## src/rtl/uart_reg_pkg.sv

```systemverilog
// Shared constants and state encoding for the UART register command sequencer.
package uart_reg_pkg;

  localparam int BYTE_W = 8;

  localparam logic [BYTE_W-1:0] DEF_WR_CMD   = 8'h57;
  localparam logic [BYTE_W-1:0] DEF_RD_CMD   = 8'h52;
  localparam logic [BYTE_W-1:0] DEF_ACK_BYTE = 8'h06;

  typedef enum logic [2:0] {
    S_IDLE     = 3'd0,
    S_GET_ADDR = 3'd1,
    S_GET_DATA = 3'd2,
    S_WR_REQ   = 3'd3,
    S_RD_REQ   = 3'd4,
    S_RD_CAP   = 3'd5,
    S_TX_SEND  = 3'd6
  } state_t;

endpackage

```

## src/rtl/uart_reg_ctrl_byte_timeout.sv

```systemverilog
// Inter-byte gap counter: expire fires on the cycle the gap, counting that cycle, reaches TIMEOUT_CYC-1.
module byte_timeout #(
  parameter int TIMEOUT_CYC = 100000,
  parameter int TO_W        = 17
) (
  input  logic i_clk,
  input  logic i_rstb,
  input  logic i_clr,
  input  logic i_en,
  output logic o_expire
);

  logic [TO_W-1:0] r_cnt;
  logic [TO_W-1:0] w_cnt_nxt;

  assign w_cnt_nxt = r_cnt + TO_W'(1);
  // A clear in the same cycle (accepted byte) always beats expiry.
  assign o_expire  = i_en && !i_clr && (w_cnt_nxt == TO_W'(TIMEOUT_CYC - 1));

  always_ff @(posedge i_clk) begin
    if (!i_rstb || i_clr) r_cnt <= '0;
    else if (i_en)        r_cnt <= w_cnt_nxt;
  end

endmodule

```

## src/rtl/uart_reg_ctrl.sv

```systemverilog
// Parses UART bytes into register write/read frames, strobes the register file and answers via the transmitter.
module uart_reg_ctrl
  import uart_reg_pkg::*;
#(
  parameter logic [BYTE_W-1:0] WR_CMD      = DEF_WR_CMD,
  parameter logic [BYTE_W-1:0] RD_CMD      = DEF_RD_CMD,
  parameter logic [BYTE_W-1:0] ACK_BYTE    = DEF_ACK_BYTE,
  parameter int                TIMEOUT_CYC = 100000,
  parameter int                TO_W        = 17
) (
  input  logic              i_clk,
  input  logic              i_rstb,
  input  logic              i_rx_valid,
  input  logic [BYTE_W-1:0] i_rx_data,
  input  logic              i_tx_busy,
  output logic              o_tx_start,
  output logic [BYTE_W-1:0] o_tx_data,
  output logic [BYTE_W-1:0] o_reg_addr,
  output logic [BYTE_W-1:0] o_reg_wdata,
  output logic              o_reg_we,
  output logic              o_reg_re,
  input  logic [BYTE_W-1:0] i_reg_rdata,
  output logic              o_busy,
  output logic              o_err_cmd,
  output logic              o_err_timeout,
  output logic              o_err_drop
);

  state_t            r_state, w_state_nxt;
  logic              r_op_wr, w_op_wr;
  logic [BYTE_W-1:0] r_tx_data, w_tx_data;
  logic [BYTE_W-1:0] r_reg_addr, w_reg_addr;
  logic [BYTE_W-1:0] r_reg_wdata, w_reg_wdata;
  logic              r_tx_start, w_tx_start;
  logic              r_reg_we, w_reg_we;
  logic              r_reg_re, w_reg_re;
  logic              r_err_cmd, w_err_cmd;
  logic              r_err_timeout, w_err_timeout;
  logic              r_err_drop, w_err_drop;
  logic              w_to_en, w_to_clr, w_expire;

  assign w_to_en  = (r_state == S_GET_ADDR) || (r_state == S_GET_DATA);
  assign w_to_clr = !w_to_en || i_rx_valid;

  byte_timeout #(
    .TIMEOUT_CYC (TIMEOUT_CYC),
    .TO_W        (TO_W)
  ) u_byte_timeout (
    .i_clk    (i_clk),
    .i_rstb   (i_rstb),
    .i_clr    (w_to_clr),
    .i_en     (w_to_en),
    .o_expire (w_expire)
  );

  always_ff @(posedge i_clk) begin
    if (!i_rstb) begin
      r_state       <= S_IDLE;
      r_op_wr       <= 1'b0;
      r_tx_data     <= '0;
      r_reg_addr    <= '0;
      r_reg_wdata   <= '0;
      r_tx_start    <= 1'b0;
      r_reg_we      <= 1'b0;
      r_reg_re      <= 1'b0;
      r_err_cmd     <= 1'b0;
      r_err_timeout <= 1'b0;
      r_err_drop    <= 1'b0;
    end else begin
      r_state       <= w_state_nxt;
      r_op_wr       <= w_op_wr;
      r_tx_data     <= w_tx_data;
      r_reg_addr    <= w_reg_addr;
      r_reg_wdata   <= w_reg_wdata;
      r_tx_start    <= w_tx_start;
      r_reg_we      <= w_reg_we;
      r_reg_re      <= w_reg_re;
      r_err_cmd     <= w_err_cmd;
      r_err_timeout <= w_err_timeout;
      r_err_drop    <= w_err_drop;
    end
  end

  always_comb begin
    w_state_nxt = r_state;
    case (r_state)
      S_IDLE:
        if (i_rx_valid && (i_rx_data == WR_CMD || i_rx_data == RD_CMD))
          w_state_nxt = S_GET_ADDR;
      S_GET_ADDR:
        if (i_rx_valid)    w_state_nxt = r_op_wr ? S_GET_DATA : S_RD_REQ;
        else if (w_expire) w_state_nxt = S_IDLE;
      S_GET_DATA:
        if (i_rx_valid)    w_state_nxt = S_WR_REQ;
        else if (w_expire) w_state_nxt = S_IDLE;
      S_WR_REQ:  w_state_nxt = S_TX_SEND;
      S_RD_REQ:  w_state_nxt = S_RD_CAP;
      // Read data lands the cycle after the visible strobe, so wait it out.
      S_RD_CAP:  if (!r_reg_re) w_state_nxt = S_TX_SEND;
      S_TX_SEND: if (!i_tx_busy) w_state_nxt = S_IDLE;
      default:   w_state_nxt = S_IDLE;
    endcase
  end

  always_comb begin
    w_op_wr       = r_op_wr;
    w_reg_addr    = r_reg_addr;
    w_reg_wdata   = r_reg_wdata;
    w_tx_data     = r_tx_data;
    w_tx_start    = 1'b0;
    w_reg_we      = 1'b0;
    w_reg_re      = 1'b0;
    w_err_cmd     = 1'b0;
    w_err_timeout = 1'b0;
    w_err_drop    = 1'b0;
    case (r_state)
      S_IDLE:
        if (i_rx_valid) begin
          if (i_rx_data == WR_CMD)      w_op_wr   = 1'b1;
          else if (i_rx_data == RD_CMD) w_op_wr   = 1'b0;
          else                          w_err_cmd = 1'b1;
        end
      S_GET_ADDR:
        if (i_rx_valid)    w_reg_addr    = i_rx_data;
        else if (w_expire) w_err_timeout = 1'b1;
      S_GET_DATA:
        if (i_rx_valid)    w_reg_wdata   = i_rx_data;
        else if (w_expire) w_err_timeout = 1'b1;
      S_WR_REQ: begin
        w_reg_we   = 1'b1;
        w_tx_data  = ACK_BYTE;
        w_err_drop = i_rx_valid;
      end
      S_RD_REQ: begin
        w_reg_re   = 1'b1;
        w_err_drop = i_rx_valid;
      end
      S_RD_CAP: begin
        if (!r_reg_re) w_tx_data = i_reg_rdata;
        w_err_drop = i_rx_valid;
      end
      S_TX_SEND: begin
        w_tx_start = !i_tx_busy;
        w_err_drop = i_rx_valid;
      end
      default: ;
    endcase
  end

  assign o_busy        = (r_state != S_IDLE);
  assign o_tx_start    = r_tx_start;
  assign o_tx_data     = r_tx_data;
  assign o_reg_addr    = r_reg_addr;
  assign o_reg_wdata   = r_reg_wdata;
  assign o_reg_we      = r_reg_we;
  assign o_reg_re      = r_reg_re;
  assign o_err_cmd     = r_err_cmd;
  assign o_err_timeout = r_err_timeout;
  assign o_err_drop    = r_err_drop;

endmodule
```

## config.mk

```make
export PLATFORM = sky130hd
export DESIGN_NAME = uart_reg_ctrl
export DESIGN_NICKNAME = d
export VERILOG_FILES = /design/src/rtl/uart_reg_pkg.sv /design/src/rtl/uart_reg_ctrl_byte_timeout.sv /design/src/rtl/uart_reg_ctrl.sv
export SDC_FILE = /design/constraint.sdc
export NUM_CORES = 1
export LEC_CHECK = 0
export ABC_AREA = 1
export BUFFER_PORTS_ARGS = -buffer_cell sky130_fd_sc_hd__buf_4
export CAP_MARGIN = 20
export CORE_MARGIN = 1.5
export CORE_UTILIZATION = 53
export DETAILED_ROUTE_END_ITERATION = 12
export MAX_ROUTING_LAYER = met4
export PLACE_DENSITY = 0.78
export SLEW_MARGIN = 20
export SYNTH_ARGS = -nofsm -noshare
export SYNTH_HDL_FRONTEND = slang
export SYNTH_SLANG_ARGS = --single-unit
export TNS_END_PERCENT = 100
```

## constraint.sdc

```tcl
create_clock -name i_clk -period 2.3 [get_ports i_clk]
set_input_delay 0.575 -clock i_clk [delete_from_list [all_inputs] [get_ports i_clk]]
set_output_delay 0.575 -clock i_clk [all_outputs]
set_load 0.005 [all_outputs]
```

# After elaboration in Yosys (flattened, before gate mapping)

Index checks and enable logic that the tools add are counted.
W data, S select, Z words.

Add/subtract/negate cells: 1
Multiply operators: 0
Divide/modulo/power cells: 0
$lt $le $gt $ge: 0
Eq/ne operators: 12
Shift-type cells: 0
Mux-type cells: 16
Bitwise gates (word level): 4
Reduce and logical (&&, ||, !) cells: 26

Operators with widths:

| operator                | count |
|---|---|
| $mux W3                 | 7 |
| $pmux W3 S7             | 1 |
| $add A17 B1 Y17 const B | 1 |
| $eq A17 B17 Y1 const B  | 1 |
| $eq A8 B7 Y1 const B    | 2 |
| $pmux W8 S2             | 1 |
| $reduce_and A2 Y1       | 5 |
| $eq A3 B3 Y1 const B    | 3 |
| $mux W8                 | 1 |
| $reduce_or A4 Y1        | 2 |
| $eq A3 B2 Y1 const B    | 2 |
| $mux W1                 | 6 |
| $ne A2 B2 Y1 const B    | 3 |
| $reduce_and A3 Y1       | 2 |
| $logic_not A1 Y1        | 4 |
| $logic_or A1 B1 Y1      | 4 |
| $not A1 Y1              | 4 |
| $reduce_bool A2 Y1      | 2 |
| $eq A3 B1 Y1 const B    | 1 |
| $logic_and A1 B1 Y1     | 3 |
| $logic_not A3 Y1        | 1 |
| $reduce_bool A3 Y1      | 1 |
| $reduce_or A3 Y1        | 1 |
| $reduce_or A2 Y1        | 1 |

Register bits: 51
Bits in latches: 0
RAM bits: 0
ROM bits: 0
Input bits: 20
Logic and storage cells: 71
Memories kept: 0

# Longest topological paths before layout

Depth in word-level cells: 10
Depth in mapped cells: 16
Mapped depth without buffers: 16

# Cells and area by module

From an unflattened synthesis, not the netlist that was laid out.

Cell total of the unflattened synthesis: 380
Area, all modules: 2601.2 um^2

By module, submodules not included:

| module        | times used | cells each | area an instance (um^2) |
|---|---|---|---|
| uart_reg_ctrl | 1          | 193        | 1461.4 |
| byte_timeout  | 1          | 187        | 1139.8 |

# Worst setup path after synthesis

OpenSTA, ideal clock, no wires.

Path kind: register to register
From: register u_byte_timeout.r_cnt[1]
To: register r_state[1]
Arrival: 1.574 ns
Setup slack: 0.612 ns
Stages on the path, launching flop included: 17
Buffers on the path: 0
Clock period less this slack: 1.688 ns
Path through: dfxtp_1 -> ha_1 -> nand2_2 -> nor2_4 -> nand2_2 -> nor2_1 -> nand2_1 -> nand2_1 -> nand2_1 -> nor2_2 -> nand3_2 -> nand2_1 -> nand2_1 -> nand2_1 -> nand2_1 -> nand2_1 -> a21oi_2

Longest elaborated chain between the ends: 6
Elaborated cells between the ends (all ways): 7

RTL lines:

| element                           | RTL line                         | source |
|---|---|---|
| from (decl)                       | uart_reg_ctrl_byte_timeout.sv:13 | `logic [TO_W-1:0] r_cnt;` |
| from (signal assigned)            | uart_reg_ctrl_byte_timeout.sv:22 | `else if (i_en) r_cnt <= w_cnt_nxt;` |
| $add A17 B1 Y17 (*)               | uart_reg_ctrl_byte_timeout.sv:16 | `assign w_cnt_nxt = r_cnt + TO_W'(1);` |
| $eq A17 B17 Y1 (*)                | uart_reg_ctrl_byte_timeout.sv:18 | `assign o_expire = i_en && !i_clr && (w_cnt_nxt == TO_W'(TIMEOUT_CYC - 1));` |
| $logic_and A1 B1 Y1 (*)           | uart_reg_ctrl_byte_timeout.sv:18 |  |
| $mux W3 (*)                       | -                                |  |
| $mux W3, on equally long branches | -                                |  |
| $pmux W3 S7 (*)                   | -                                |  |
| to (signal assigned)              | uart_reg_ctrl.sv:70              | `r_state <= w_state_nxt;` |
| to (decl)                         | uart_reg_ctrl.sv:29              | `state_t r_state, w_state_nxt;` |

Mark *: on every way between the ends. The rest lies on a longest branch, timed or not.
A chain may end at the register's enable or synchronous reset.

# Worst setup path in the final report

Ends and elaborated chain as after synthesis.

==> results.sh <==
export IMPL_outcome="complete, no violations"
export IMPL_buffer_ports_inserted=50
export IMPL_post_synth_xor_area_fraction_pct=0
export IMPL_dp_hpwl_um=3680
export IMPL_timing_max_slew_rel_slack_pct=47.4
export IMPL_wire_per_inst_um=11.3
export IMPL_clock_tree_from_tritoncts="done"
export IMPL_first_global_vias=1931
export IMPL_synth_ff_latch_count=51
export IMPL_syn_inst=322
export IMPL_final_count_of_pins_violating_max_slew=0
export IMPL_synthDistinctLibCells=29
export IMPL_clock_root_buffer="sky130_fd_sc_hd__clkbuf_8"
export IMPL_grt_first_pass_wirelength_um=8070
export IMPL_sw_frac_of_total_pct=18.7
export IMPL_routed_via_density=5.09
export IMPL_reg2reg_slack_ns=0.33
export IMPL_vias=2160
export IMPL_worst_ep_arrival_time_ns=2.15
export IMPL_largest_family_of_logic_cells_by_synthesized_area="simple AND/OR/NAND/NOR gates"
export IMPL_synthesized_area_per_cell_um2=7.15
export IMPL_share_seq_of_total_power_pct=53.4
export IMPL_final_period_util_pct=85.6
export IMPL_clk_transition_reported_paths_ns=0.09
export IMPL_count_of_endpoints_failing_hold_in_the_final_timing_report=0
export IMPL_post_route_drc_count=0
export IMPL_initial_utilization_pct=56.3
export IMPL_layout_drive_gt1_share_pct=21.9
export IMPL_grt_util_all_layers_pct=23.1
export IMPL_vdd_ir_drop_max_mv=0.440
export IMPL_power_share_clock_pct=43.3
export IMPL_yosysWarnings=0
export IMPL_detail_route_first_pass_iterations=4
export IMPL_fin_worst_skew_ns=0.00205
export IMPL_critical_path_endpoint_type="register"
export IMPL_globalplace_congestion=0.883
export IMPL_top_level_ports=51
export IMPL_setup_buffers_after_cts=0
export IMPL_adder_cell_fraction_of_synth_area_pct=1.09
export IMPL_comb_power_share_pct=3.2
export IMPL_p_per_area_nw_per_um2=583
export IMPL_setup_viol_count_final=0
export IMPL_worst_slew_pin_transition_ns=0.786
export IMPL_synth_yosys_seq_area_share_pct=44.3
export IMPL_global_route_overflow_total=0
export IMPL_clkSinkCount=51
export IMPL_nets=395
export IMPL_synthSimpleGateAreaFrac_pct=31.1
export IMPL_type_of_element_launching_the_critical_path="register"
export IMPL_synth_compound_area_share_pct=15.9
export IMPL_synthesis_nets=344
export IMPL_die_area_um2=4750
export IMPL_timing_critical_path_cells="ha_1, nand2_2, nor2_4, nand2_2, nand2_1, nand2_1, nor2_1, nand2_1, nor2_2, nand3_2, nand2_1, nand2_1, nand2_1, nand2_1, nand2_1, a21oi_2"
export IMPL_cp_data_required_time_ns=2.48
export IMPL_min_delay_path_class="in -> reg"
export IMPL_period_needed_ns=1.97
export IMPL_switching_power_mw=0.310
export IMPL_floorplan_rows=23
export IMPL_crit_top_cell="sky130_fd_sc_hd__nand2_1"
export IMPL_cp_peak_stage_delay_ns=0.38
export IMPL_path_class="reg -> reg"
export IMPL_cap_violations=0
export IMPL_setup_tns_ns=0
export IMPL_synthMuxAreaShare_pct=0
export IMPL_htree_levels=2
export IMPL_first_iter_violations=125
export IMPL_rsz0062_at_grt="no"
export IMPL_drt_total_wl_um=4810
export IMPL_largest_net_degree_at_the_start_of_global_routing=22
export IMPL_core_area_um2=4090
export IMPL_die_width_um=68.9
export IMPL_clk_latency_ns=0.30
export IMPL_antenna_violations_before_repair=0
export IMPL_syn_cell_area_um2=2300
export IMPL_dieHeight_um=68.9
export IMPL_achievable_frequency_mhz=508
export IMPL_cts_buffers=5
export IMPL_clockBufferDepth=2
export IMPL_num_antenna_cells=0
export IMPL_cpMaxStageDelayCell="sky130_fd_sc_hd__dfxtp_1"
export IMPL_cellLeakagePower_nw=1.18
export IMPL_route_antenna_remaining_nets=0
export IMPL_power_total_mw=1.65
export IMPL_syn2layout_area_growth_pct=23.2
export IMPL_cts_resized=0
export IMPL_cellInternalPower_mw=1.34
export IMPL_critPathMaxFanout=7
export IMPL_ctsHoldBuffers=0
[path summary, 6_finish.rpt]
path                                         from                        end  cells after the start
max          u_byte_timeout.r_cnt[1]$_SDFFE_PP0N_    r_state[1]$_SDFFE_PN0P_                     16
min                                     i_tx_busy      o_tx_start$_SDFF_PN0_                      2
max reg2reg  u_byte_timeout.r_cnt[1]$_SDFFE_PP0N_    r_state[1]$_SDFFE_PN0P_                     16
min reg2reg             o_tx_data[3]$_SDFFE_PN0P_  o_tx_data[3]$_SDFFE_PN0P_                      2
[cells by family (layout without fill, tap and decap cells)]
logic type | after synthesis | in the layout
AO/OA/AOI/OAI | 66 | 66
adder cells (fa/ha/maj) | 2 | 2
buffers and inverters | 42 | 94
flip-flops | 51 | 51
AND/OR/NAND/NOR | 161 | 161
[power by group through the flow]
| stage | Clock, mW | Combinational, mW | Sequential (mW) |
|---|---|---|---|
| floorplan | 0 | 0.0229 | 0.905 |
| global placement | 0 | 0.0534 | 0.905 |
| detailed placement | 0 | 0.0539 | 0.905 |
| CTS | 0.737 | 0.0541 | 0.884 |
| global route | 0.777 | 0.0593 | 0.885 |
| finish | 0.717 | 0.0537 | 0.884 |
[critical path: cells and delay by family, from the launching register on]
family / cells / cell delay (ns)
AO/OA/AOI/OAI: 1 / 0.05
adder cells (fa/ha/maj): 1 / 0.23
flip-flops: 1 / 0.38
AND/OR/NAND/NOR: 14 / 1.19
[layer usage]
layer,GRT usage (%),share of wire (%),routed length (um)
met1,29.9,46,2220
met2,35.9,48,2290
met3,5.52,4.7,225
met4,7.11,1.4,65
met5,-,0,0
[synth_stat cells, drive strengths merged]
cell type   n  area (um2)
a211oi      1        7.51
a21oi      36         188
buf         2        15.0
clkbuf      5        28.8
dfxtp      51        1020
ha          2        25.0
inv        35         131
nand2      81         317
nand3      16        90.1
nand3b      2        15.0
nand4       5        31.3
nor2       50         225
nor3        5        25.0
nor4        1        6.26
o211ai      1        7.51
o21a        1        7.51
o21ai      25         133
o221a       2        22.5
or3         1        6.26
[per-stage QoR]
step           hold WS (ns)  util (%)  std cells  cell area [um2]  worst slack (ns)
5_1_grt               0.407      69.4        424             2840             0.108
6_report              0.428      69.4        424             2840             0.331
2_1_floorplan         0.430         -        322             2300             0.612
3_5_place_dp          0.452      66.2        416             2700             0.283
4_1_cts               0.420      69.4        424             2840             0.309
3_3_place_gp          0.447      66.2        416             2700             0.280
[cell type report]
class / instances / area (um2)
Fill cell: 366 / 1250
Multi-Input combinational cell: 229 / 1110
Sequential cell: 51 / 1020
Timing Repair Buffer: 51 / 383
Inverter: 35 / 131
Clock buffer: 6 / 72.6
Tap cell: 50 / 62.6
Clock inverter: 2 / 60.1
[cell usage in the layout (no fill, tap or decap), types with 5 or more instances in the layout]
cell type                  count
sky130_fd_sc_hd__nand4_1       5
sky130_fd_sc_hd__nand2_1      76
sky130_fd_sc_hd__dfxtp_1      51
sky130_fd_sc_hd__clkbuf_8      5
sky130_fd_sc_hd__nor2_1       41
sky130_fd_sc_hd__inv_1        33
sky130_fd_sc_hd__nand2_2       5
sky130_fd_sc_hd__o21ai_0      20
sky130_fd_sc_hd__nor2_2        6
sky130_fd_sc_hd__buf_4        51
sky130_fd_sc_hd__a21oi_1      34
sky130_fd_sc_hd__nand3_1      14
sky130_fd_sc_hd__nor3_1        5
[flip-flops by register name (all words and copies together), names as in the netlist]
register and count:
u_byte_timeout.r_cnt 17, o_reg_addr 8, o_reg_wdata 8, o_tx_data 8, r_state 3, o_err_cmd 1
o_err_drop 1, o_err_timeout 1, o_reg_re 1, o_reg_we 1, o_tx_start 1, r_op_wr 1
(Power assumes the default switching activity.)
